## src/rtl/fb_port_arbiter.sv

```systemverilog
// fb_port_arbiter
//   Shares the single 32-bit frame-buffer BRAM port between three requesters,
//   in fixed priority order:
//     1. VGA scanout reads (fixed latency, fully pipelined)
//     2. the whole-buffer clear engine
//     3. draw-engine pixel writes, absorbed by a small write FIFO
//   Pixels are 8-bit bytes packed four per 32-bit word; pixel index bits [1:0]
//   select the byte lane.
//
// Ports
//   clk, reset          single clock, synchronous active-high reset
//   scan_*              scanout read request / returned pixel byte
//   draw_*              valid/ready pixel write channel into the FIFO
//   clear_*             clear start pulse, fill colour, busy flag
//   buffer_*            BRAM port (byte address, write data, read data,
//                       enable, reset tied low, byte write enables)
//   draw_stall_count    only with FB_ARB_STATS_EN: saturating count of cycles
//                       a draw was offered while the FIFO was full
//
// Build option
//   FB_ARB_STATS_EN     adds draw_stall_count and its counter.

module fb_port_arbiter #(
    parameter int PIXEL_ADDR_BITS = 17,
    parameter int NUM_PIXELS      = 120000,
    parameter int READ_LATENCY    = 1,
    parameter int WFIFO_DEPTH     = 4
) (
    input  logic                       clk,
    input  logic                       reset,

    input  logic                       scan_req,
    input  logic [PIXEL_ADDR_BITS-1:0] scan_pixel_addr,
    output logic                       scan_rvalid,
    output logic [7:0]                 scan_rdata,

    input  logic                       draw_valid,
    output logic                       draw_ready,
    input  logic [PIXEL_ADDR_BITS-1:0] draw_pixel_addr,
    input  logic [7:0]                 draw_color,

    input  logic                       clear_start,
    input  logic [7:0]                 clear_color,
    output logic                       clear_busy,

    output logic [31:0]                buffer_addr,
    output logic [31:0]                buffer_din,
    input  logic [31:0]                buffer_dout,
    output logic                       buffer_en,
    output logic                       buffer_rst,
    output logic [3:0]                 buffer_we
`ifdef FB_ARB_STATS_EN
    ,
    output logic [15:0]                draw_stall_count
`endif
);

    localparam int WORD_BITS   = PIXEL_ADDR_BITS - 2;
    localparam int CLEAR_WORDS = (NUM_PIXELS + 3) / 4;
    localparam int PTR_BITS    = $clog2(WFIFO_DEPTH);

    localparam logic [WORD_BITS-1:0] LAST_WORD = WORD_BITS'(CLEAR_WORDS - 1);

    // Word index -> zero-extended byte address
    function automatic logic [31:0] word_to_byte(input logic [WORD_BITS-1:0] w);
        return {{(30 - WORD_BITS){1'b0}}, w, 2'b00};
    endfunction

    // ------------------------------------------------------------------
    // Grant decode
    // ------------------------------------------------------------------
    logic fifo_empty;
    logic fifo_full;
    logic gnt_scan;
    logic gnt_clear;
    logic gnt_draw;

    assign gnt_scan  = scan_req;
    assign gnt_clear = !scan_req && clear_busy;
    assign gnt_draw  = !scan_req && !clear_busy && !fifo_empty;

    // ------------------------------------------------------------------
    // Clear engine
    // ------------------------------------------------------------------
    typedef enum logic {
        ST_IDLE  = 1'b0,
        ST_CLEAR = 1'b1
    } clr_state_t;

    clr_state_t           clr_state, clr_state_nxt;
    logic [WORD_BITS-1:0] clr_cnt,   clr_cnt_nxt;
    logic [7:0]           clr_color, clr_color_nxt;

    always_ff @(posedge clk) begin
        if (reset) begin
            clr_state <= ST_IDLE;
            clr_cnt   <= '0;
            clr_color <= '0;
        end else begin
            clr_state <= clr_state_nxt;
            clr_cnt   <= clr_cnt_nxt;
            clr_color <= clr_color_nxt;
        end
    end

    always_comb begin
        clr_state_nxt = clr_state;
        clr_cnt_nxt   = clr_cnt;
        clr_color_nxt = clr_color;
        case (clr_state)
            ST_IDLE: begin
                if (clear_start) begin
                    clr_state_nxt = ST_CLEAR;
                    clr_cnt_nxt   = '0;
                    clr_color_nxt = clear_color;
                end
            end
            ST_CLEAR: begin
                // A scan cycle steals the port; the counter holds.
                if (!scan_req) begin
                    if (clr_cnt == LAST_WORD)
                        clr_state_nxt = ST_IDLE;
                    else
                        clr_cnt_nxt = clr_cnt + 1'b1;
                end
            end
            default: clr_state_nxt = ST_IDLE;
        endcase
    end

    assign clear_busy = (clr_state == ST_CLEAR);

    // ------------------------------------------------------------------
    // Draw write FIFO
    // ------------------------------------------------------------------
    logic [PIXEL_ADDR_BITS-1:0] fifo_addr  [WFIFO_DEPTH];
    logic [7:0]                 fifo_color [WFIFO_DEPTH];
    logic [PTR_BITS-1:0]        wr_ptr;
    logic [PTR_BITS-1:0]        rd_ptr;
    logic [PTR_BITS:0]          fifo_cnt;
    logic                       push;
    logic                       pop;

    assign fifo_empty = (fifo_cnt == '0);
    assign fifo_full  = (fifo_cnt == (PTR_BITS+1)'(WFIFO_DEPTH));
    // Held low during reset so nothing is accepted into a FIFO being flushed.
    assign draw_ready = !reset && !fifo_full;
    assign push       = draw_valid && draw_ready;
    assign pop        = gnt_draw;

    always_ff @(posedge clk) begin
        if (reset) begin
            wr_ptr   <= '0;
            rd_ptr   <= '0;
            fifo_cnt <= '0;
        end else begin
            if (push) begin
                fifo_addr[wr_ptr]  <= draw_pixel_addr;
                fifo_color[wr_ptr] <= draw_color;
                wr_ptr             <= wr_ptr + 1'b1;
            end
            if (pop)
                rd_ptr <= rd_ptr + 1'b1;
            case ({push, pop})
                2'b10:   fifo_cnt <= fifo_cnt + 1'b1;
                2'b01:   fifo_cnt <= fifo_cnt - 1'b1;
                default: fifo_cnt <= fifo_cnt;
            endcase
        end
    end

    logic [PIXEL_ADDR_BITS-1:0] head_addr;
    logic [7:0]                 head_color;

    assign head_addr  = fifo_addr[rd_ptr];
    assign head_color = fifo_color[rd_ptr];

    // ------------------------------------------------------------------
    // BRAM port mux
    // ------------------------------------------------------------------
    always_comb begin
        buffer_en   = 1'b0;
        buffer_we   = 4'h0;
        buffer_addr = 32'h0;
        buffer_din  = 32'h0;
        if (gnt_scan) begin
            buffer_en   = 1'b1;
            buffer_addr = word_to_byte(scan_pixel_addr[PIXEL_ADDR_BITS-1:2]);
        end else if (gnt_clear) begin
            buffer_en   = 1'b1;
            buffer_we   = 4'hF;
            buffer_addr = word_to_byte(clr_cnt);
            buffer_din  = {4{clr_color}};
        end else if (gnt_draw) begin
            buffer_en   = 1'b1;
            buffer_we   = 4'b0001 << head_addr[1:0];
            buffer_addr = word_to_byte(head_addr[PIXEL_ADDR_BITS-1:2]);
            buffer_din  = {4{head_color}};
        end
    end

    assign buffer_rst = 1'b0;

    // ------------------------------------------------------------------
    // Scan read tag pipeline: valid + byte lane follow the BRAM latency
    // ------------------------------------------------------------------
    logic [READ_LATENCY:1]      vld_pipe;
    logic [READ_LATENCY:1][1:0] lane_pipe;

    always_ff @(posedge clk) begin
        if (reset) begin
            vld_pipe  <= '0;
            lane_pipe <= '0;
        end else begin
            vld_pipe[1]  <= scan_req;
            lane_pipe[1] <= scan_pixel_addr[1:0];
            for (int i = 2; i <= READ_LATENCY; i++) begin
                vld_pipe[i]  <= vld_pipe[i-1];
                lane_pipe[i] <= lane_pipe[i-1];
            end
        end
    end

    assign scan_rvalid = vld_pipe[READ_LATENCY];
    // Forced to zero when idle so the byte bus is quiet outside valid cycles.
    assign scan_rdata  = scan_rvalid ? buffer_dout[8*lane_pipe[READ_LATENCY] +: 8] : 8'h00;

    // ------------------------------------------------------------------
    // Optional stall statistics
    // ------------------------------------------------------------------
`ifdef FB_ARB_STATS_EN
    always_ff @(posedge clk) begin
        if (reset || clear_start)
            draw_stall_count <= '0;
        else if (draw_valid && !draw_ready && draw_stall_count != 16'hFFFF)
            draw_stall_count <= draw_stall_count + 1'b1;
    end
`endif

endmodule

```

## config.mk

```make
export PLATFORM = sky130hd
export DESIGN_NAME = fb_port_arbiter
export DESIGN_NICKNAME = d
export VERILOG_FILES = /design/src/rtl/fb_port_arbiter.sv
export SDC_FILE = /design/constraint.sdc
export NUM_CORES = 1
export LEC_CHECK = 0
export ABC_AREA = 1
export BUFFER_PORTS_ARGS = -buffer_cell sky130_fd_sc_hd__buf_2
export CELL_PAD_IN_SITES_DETAIL_PLACEMENT = 1
export CELL_PAD_IN_SITES_GLOBAL_PLACEMENT = 2
export CORE_UTILIZATION = 33
export CTS_BUF_LIST = sky130_fd_sc_hd__clkbuf_2 sky130_fd_sc_hd__clkbuf_4 sky130_fd_sc_hd__clkbuf_8
export CTS_CLUSTER_SIZE = 28
export DETAILED_ROUTE_END_ITERATION = 7
export HOLD_SLACK_MARGIN = 0.03
export PLACE_DENSITY = 0.88
export REMOVE_ABC_BUFFERS = 1
export SLEW_MARGIN = 5
export SYNTH_ARGS = -nofsm -noshare
export SYNTH_HDL_FRONTEND = slang
export SYNTH_SLANG_ARGS = --single-unit
```

## constraint.sdc

```tcl
create_clock -name clk -period 3 [get_ports clk]
set_clock_uncertainty 0.2 [all_clocks]
set_input_delay 0.45 -clock clk [delete_from_list [all_inputs] [get_ports clk]]
set_output_delay 0.45 -clock clk [all_outputs]
set_load 0.02 [all_outputs]
```

Word-level counts from Yosys, hierarchy flattened
Memory sizes are Yosys's and may differ from the RTL's. A register that Yosys moved wholly into a read port is not among the register bits.
Index checks and enable logic that the tools add are counted.
{"block": "op_classes", "bitwise_logic": 1, "reduce_logical": 14, "addsub": 5, "multipliers": 0, "order_cmp": 0, "eq_ne": 7, "shift": 2, "n_div": 0, "n_mux": 29}
{"op": "32-bit 2-to-1 mux", "n": 3}
{"op": "17-bit 2-to-1 mux", "n": 3}
{"op": "15-bit 2-to-1 mux", "n": 3}
{"op": "32-bit by 6-bit indexed part select with 8-bit output", "n": 1}
{"op": "15-bit case mux with 2 select lines", "n": 1}
{"op": "15-bit by 1-bit adder with 15-bit output, second input constant", "n": 1}
{"op": "15-bit equality test, second input constant", "n": 1}
{"op": "4-bit 2-to-1 mux", "n": 3}
{"op": "1-bit 2-to-1 mux", "n": 9}
{"op": "2-bit 2-to-1 mux", "n": 4}
{"op": "8-bit 2-to-1 mux", "n": 1}
{"op": "2-bit inequality test, second input constant", "n": 3}
{"op": "3-bit case mux with 2 select lines", "n": 1}
{"op": "1-bit logical AND", "n": 5}
{"op": "1-bit logical NOT", "n": 5}
{"op": "2-bit by 1-bit adder with 2-bit output, second input constant", "n": 2}
{"op": "1-bit by 2-bit left shift with 4-bit output, first input constant", "n": 1}
{"op": "3-bit by 1-bit adder with 3-bit output, second input constant", "n": 1}
{"op": "3-bit equality test, second input constant", "n": 1}
{"op": "3-bit logical NOT", "n": 1}
{"op": "3-bit AND reduction", "n": 1}
{"op": "3-bit by 1-bit subtractor with 3-bit output, second input constant", "n": 1}
{"op": "2-bit by 1-bit equality test with 1-bit output, second input constant", "n": 1}
{"op": "2-bit equality test, second input constant", "n": 1}
{"op": "other kinds (4)", "n": 4}
{"block": "word_totals", "ff_bits": 34, "word_cells": 68, "mem_count": 2, "latchBits": 0, "out_inout_bits": 81, "inputBits": 87, "mem_bits_rw": 100, "rom_bits": 0}
{"name": "fifo_addr", "depth": 4, "width": 17, "read_ports": 1, "rd_ports_with_merged_regs": 1, "wr": 1, "line": "136", "rtl": "logic [PIXEL_ADDR_BITS-1:0] fifo_addr [WFIFO_DEPTH];"}
{"name": "fifo_color", "depth": 4, "width": 8, "read_ports": 1, "rd_ports_with_merged_regs": 1, "wr": 1, "line": "137", "rtl": "logic [7:0] fifo_color [WFIFO_DEPTH];"}

Depth between registers and ports, before layout
{"block": "logic_depth", "depth_word": 7, "mapped_depth": 12, "ltp_nobuf": 11}

Least setup slack after synthesis
Ideal clock, no wire load.
{"block": "synth_path", "kind": "input to register", "from": "input port reset", "to": "memory fifo_addr[0][0] (enable)", "slack_ps": 117, "required_ps": 2393, "setup_time_ps": 407, "arrival_time_ps": 2276, "n_path_buf": 0, "cell_stages": 3, "cell_sequence": "a31oi_1 -> nand2_1 -> nor2_1"}
{"block": "synth_between", "elab_chain_cells": 6}
{"element": "from (decl)", "line": "30", "rtl": "input logic reset,"}
{"element": "1-bit logical NOT", "line": "147", "rtl": "assign draw_ready = !reset && !fifo_full;"}
{"element": "1-bit logical AND", "line": "147"}
{"element": "1-bit logical AND", "line": "148", "rtl": "assign push = draw_valid && draw_ready;"}
{"element": "1-bit 2-to-1 mux", "line": "157", "rtl": "if (push) begin"}
{"element": "1-bit 2-to-1 mux *", "line": "152", "rtl": "if (reset) begin"}
{"element": "1-bit 2-to-1 mux (not written as such) *", "line": "158", "rtl": "fifo_addr[wr_ptr] <= draw_pixel_addr;"}
{"element": "to (decl)", "line": "136"}
Every way passes the cells marked *; elsewhere a longest branch is shown, timed or not.

==> qor.yml <==
fp.dieH_um: 142.7
grt_pass1_vias: 5411
cts_tree: "yes"
wirelength_mm: 18.22
synth_area_mm2: 0.006535
core_mm2: 0.01946
required_ps: 2350
min_period_ps: 2801
dp_hpwl_mm: 12.50
regArea_mm2: 0.003725
avgViaCountPerCell: 4.712
grt_antenna_before_repair: 1
ir_worst_vdd_uv: 306.6
area_growth_syn_to_layout_pct: 23.66
synth.top_cell.area_share_pct: 45.95
status: "complete, no violations"
crit_path_cell_trace: "buf_4, o21ai_0, o22ai_1, nand2_1, o211ai_1, buf_2"
synthSimpleGateAreaFrac_pct: 19.28
rows: 51
worstSetupEndpoint: "buffer_addr[9]"
rr_startpoint: "clear_busy"
final_nets: 979
multi_input_area_mm2: 0.002222
drive_gt1_share_pct: 23.61
cp_data_arrival_time_ps: 2150
fin_area_mm2: 0.008082
root_buffer: "clkbuf_8"
drtIter0Drc: 235
final_common_cell: "buf_2"
max_slew_margin_pct: 61.87
hold_viol: 0
die_w_um: 142.7
ios: 168
layout_common_cells: "buf_2, nand2_1, nor2_1"
worst_r2r_endpoint: "fifo_cnt[2]"
grt_max_degree: 59
wl_per_cell_um: 15.65
drc: 0
grtUsageTotal_pct: 18.28
cpPeakStageDelay_ps: 480
ys_seq_elements: 136
slowest_stage: "buf_4"
max_freq_ghz: 0.3570
synth_cell_types: 31
async_flop_share_pct: 0
synth-edff-count: 100
cts_made_buffers: 17
drv_cap: 0
firstDrtPassIters: 4
synth_cells: 722
die_area_mm2: 0.02037
grt_pass1_wl_mm: 27.95
clock-sinks: 136
vias: 5485
timing_max_transition_violations_final: 0
gp_congestion: 0.7854
clockBufferDepth: 2
fillerInstances: 2335
synth.area.top_cells: "edfxtp_1, dfxtp_1, nand2_1"
powerDensity_mw_per_mm2: 517.3
synth-compound-area-share_pct: 11.95
synthAdderAreaFrac_pct: 1.455
ys_warn_count: 0
rsz0062_at_grt: "no"
endpoint_kind: "primary output"
cts.repair.resized: 0
grt_overflow: 0
synth_top_area_cell: "edfxtp_1"
power.total_mw: 4.181
port_buffers: 149
initial_utilization_pct: 33.58
clk_pin_slew_ps: 80
place_ws_ps: 553.4
worst_pin_slew_ps: 571.9
holdCritStartpoint: "scan_req"
hp-class: "in2reg"
timing.final.ws_setup_ps: 198.6
whs_ps: 158.5
synth_top_family_by_area: "simple AND/OR/NAND/NOR gates"
cellLeakagePower_nw: 3.323
worst-path-max-fanout: 58
synth_ff_type: "edfxtp_1"
r2r_slack_ps: 830
clk_latency_ps: 450
ys_seq_area_share_pct: 56.98
synth.avg_cell_area_um2: 9.051
critPathLaunchType: "flip-flop"
placed_area_mm2: 0.007363
synth_xor_area_share_pct: 0.1340
drtAntennaViolNets: 0
synth.mux.area_fraction_pct: 0
path_class: "reg2out"
r2r_cells: 10
final_core_util_pct: 41.52
fin_crit_sh_pct: 93.38
setup_viol: 0
htree_levels: 4
==> repair_timing <==
item | 4_1_cts | 5_1_grt
hold endpoints to repair | 106 | 4
setup buffers | 0 | 0
hold buffers | 34 | 1
==> worst min path at each step <==
| stage | endpoint | slack (ps) | depth (start not counted) |
|---|---|---|---|
| after global placement | fifo_cnt[1] | 270 | 2 |
| after CTS | fifo_addr[1][2] | 30 | 1 |
| after global routing | scan_rvalid | 150 | 3 |
| final | scan_rvalid | 160 | 3 |
| after floorplan | clr_cnt[13] | 250 | 2 |
| after detailed placement | fifo_cnt[1] | 300 | 2 |
==> stage by stage <==
step,setup TNS (ps),instances
5_1_grt,0,1164
4_1_cts,0,1162
3_5_place_dp,0,1096
6_report,0,1164
2_1_floorplan,-10810,665
3_3_place_gp,0,1096
==> flip-flops by register name, summed over array words and instances, names as in the netlist, named ones only <==
register	cells
scan_rvalid	1
clr_color	8
fifo_cnt	3
rd_ptr	2
clr_cnt	15
fifo_color	32
wr_ptr	2
clear_busy	1
fifo_addr	68
lane_pipe	2
==> metal layers <==
metal	vias up	wire length (µm)	share of wire [%]	track usage (%)
met1	2600	7919	43	21.75
li1	2714	-	-	-
met4	0	341	1.9	6.904
met5	-	0	0	0
met3	24	962	5.3	3.722
met2	147	8997	49	32.38
==> layout make-up <==
type / count / share of cell area (%)
diodes: 1 / 0.03096
clock buffers: 18 / 2.988
clock inverters: 14 / 1.533
inverters: 53 / 2.462
multi-input cells: 476 / 27.50
flip-flops and latches: 136 / 46.09
well taps: 265 / 4.103
repair buffers: 201 / 15.30
==> synthesized netlist by cell type (12+ instances only) <==
| master | instances |
|---|---|
| nand2_1 | 134 |
| o22ai_1 | 15 |
| o21ai_0 | 73 |
| inv_1 | 49 |
| buf_4 | 42 |
| dfxtp_1 | 36 |
| buf_2 | 13 |
| nand3_1 | 44 |
| nor2_1 | 115 |
| a21oi_1 | 35 |
| clkbuf_1 | 12 |
| o211ai_1 | 13 |
| edfxtp_1 | 100 |
==> cell families (layout without fill, tap and decap cells) <==
family          Yosys count  count (layout)
simple gates            307             307
compound gates          143             143
flops                   136             136
xor+xnor                  1               1
buf+inv                 127             286
other cells               1              19
fa+ha+maj                 7               7
==> critical path: cells and delay by family, from the launching register on <==
family	cells	cell delay, ps
AOI/OAI and AO/OA	3	590
and+or+nand+nor	1	90
buffers and inverters	2	680
DFF	1	330
==> report_power, final <==
group	internal, mW	switching [mW]
Clock	0.666	0.746
Sequential	2.07	0.0233
Combinational	0.226	0.445
Total	2.97	1.21
Power figures use the tool's default switching activity.
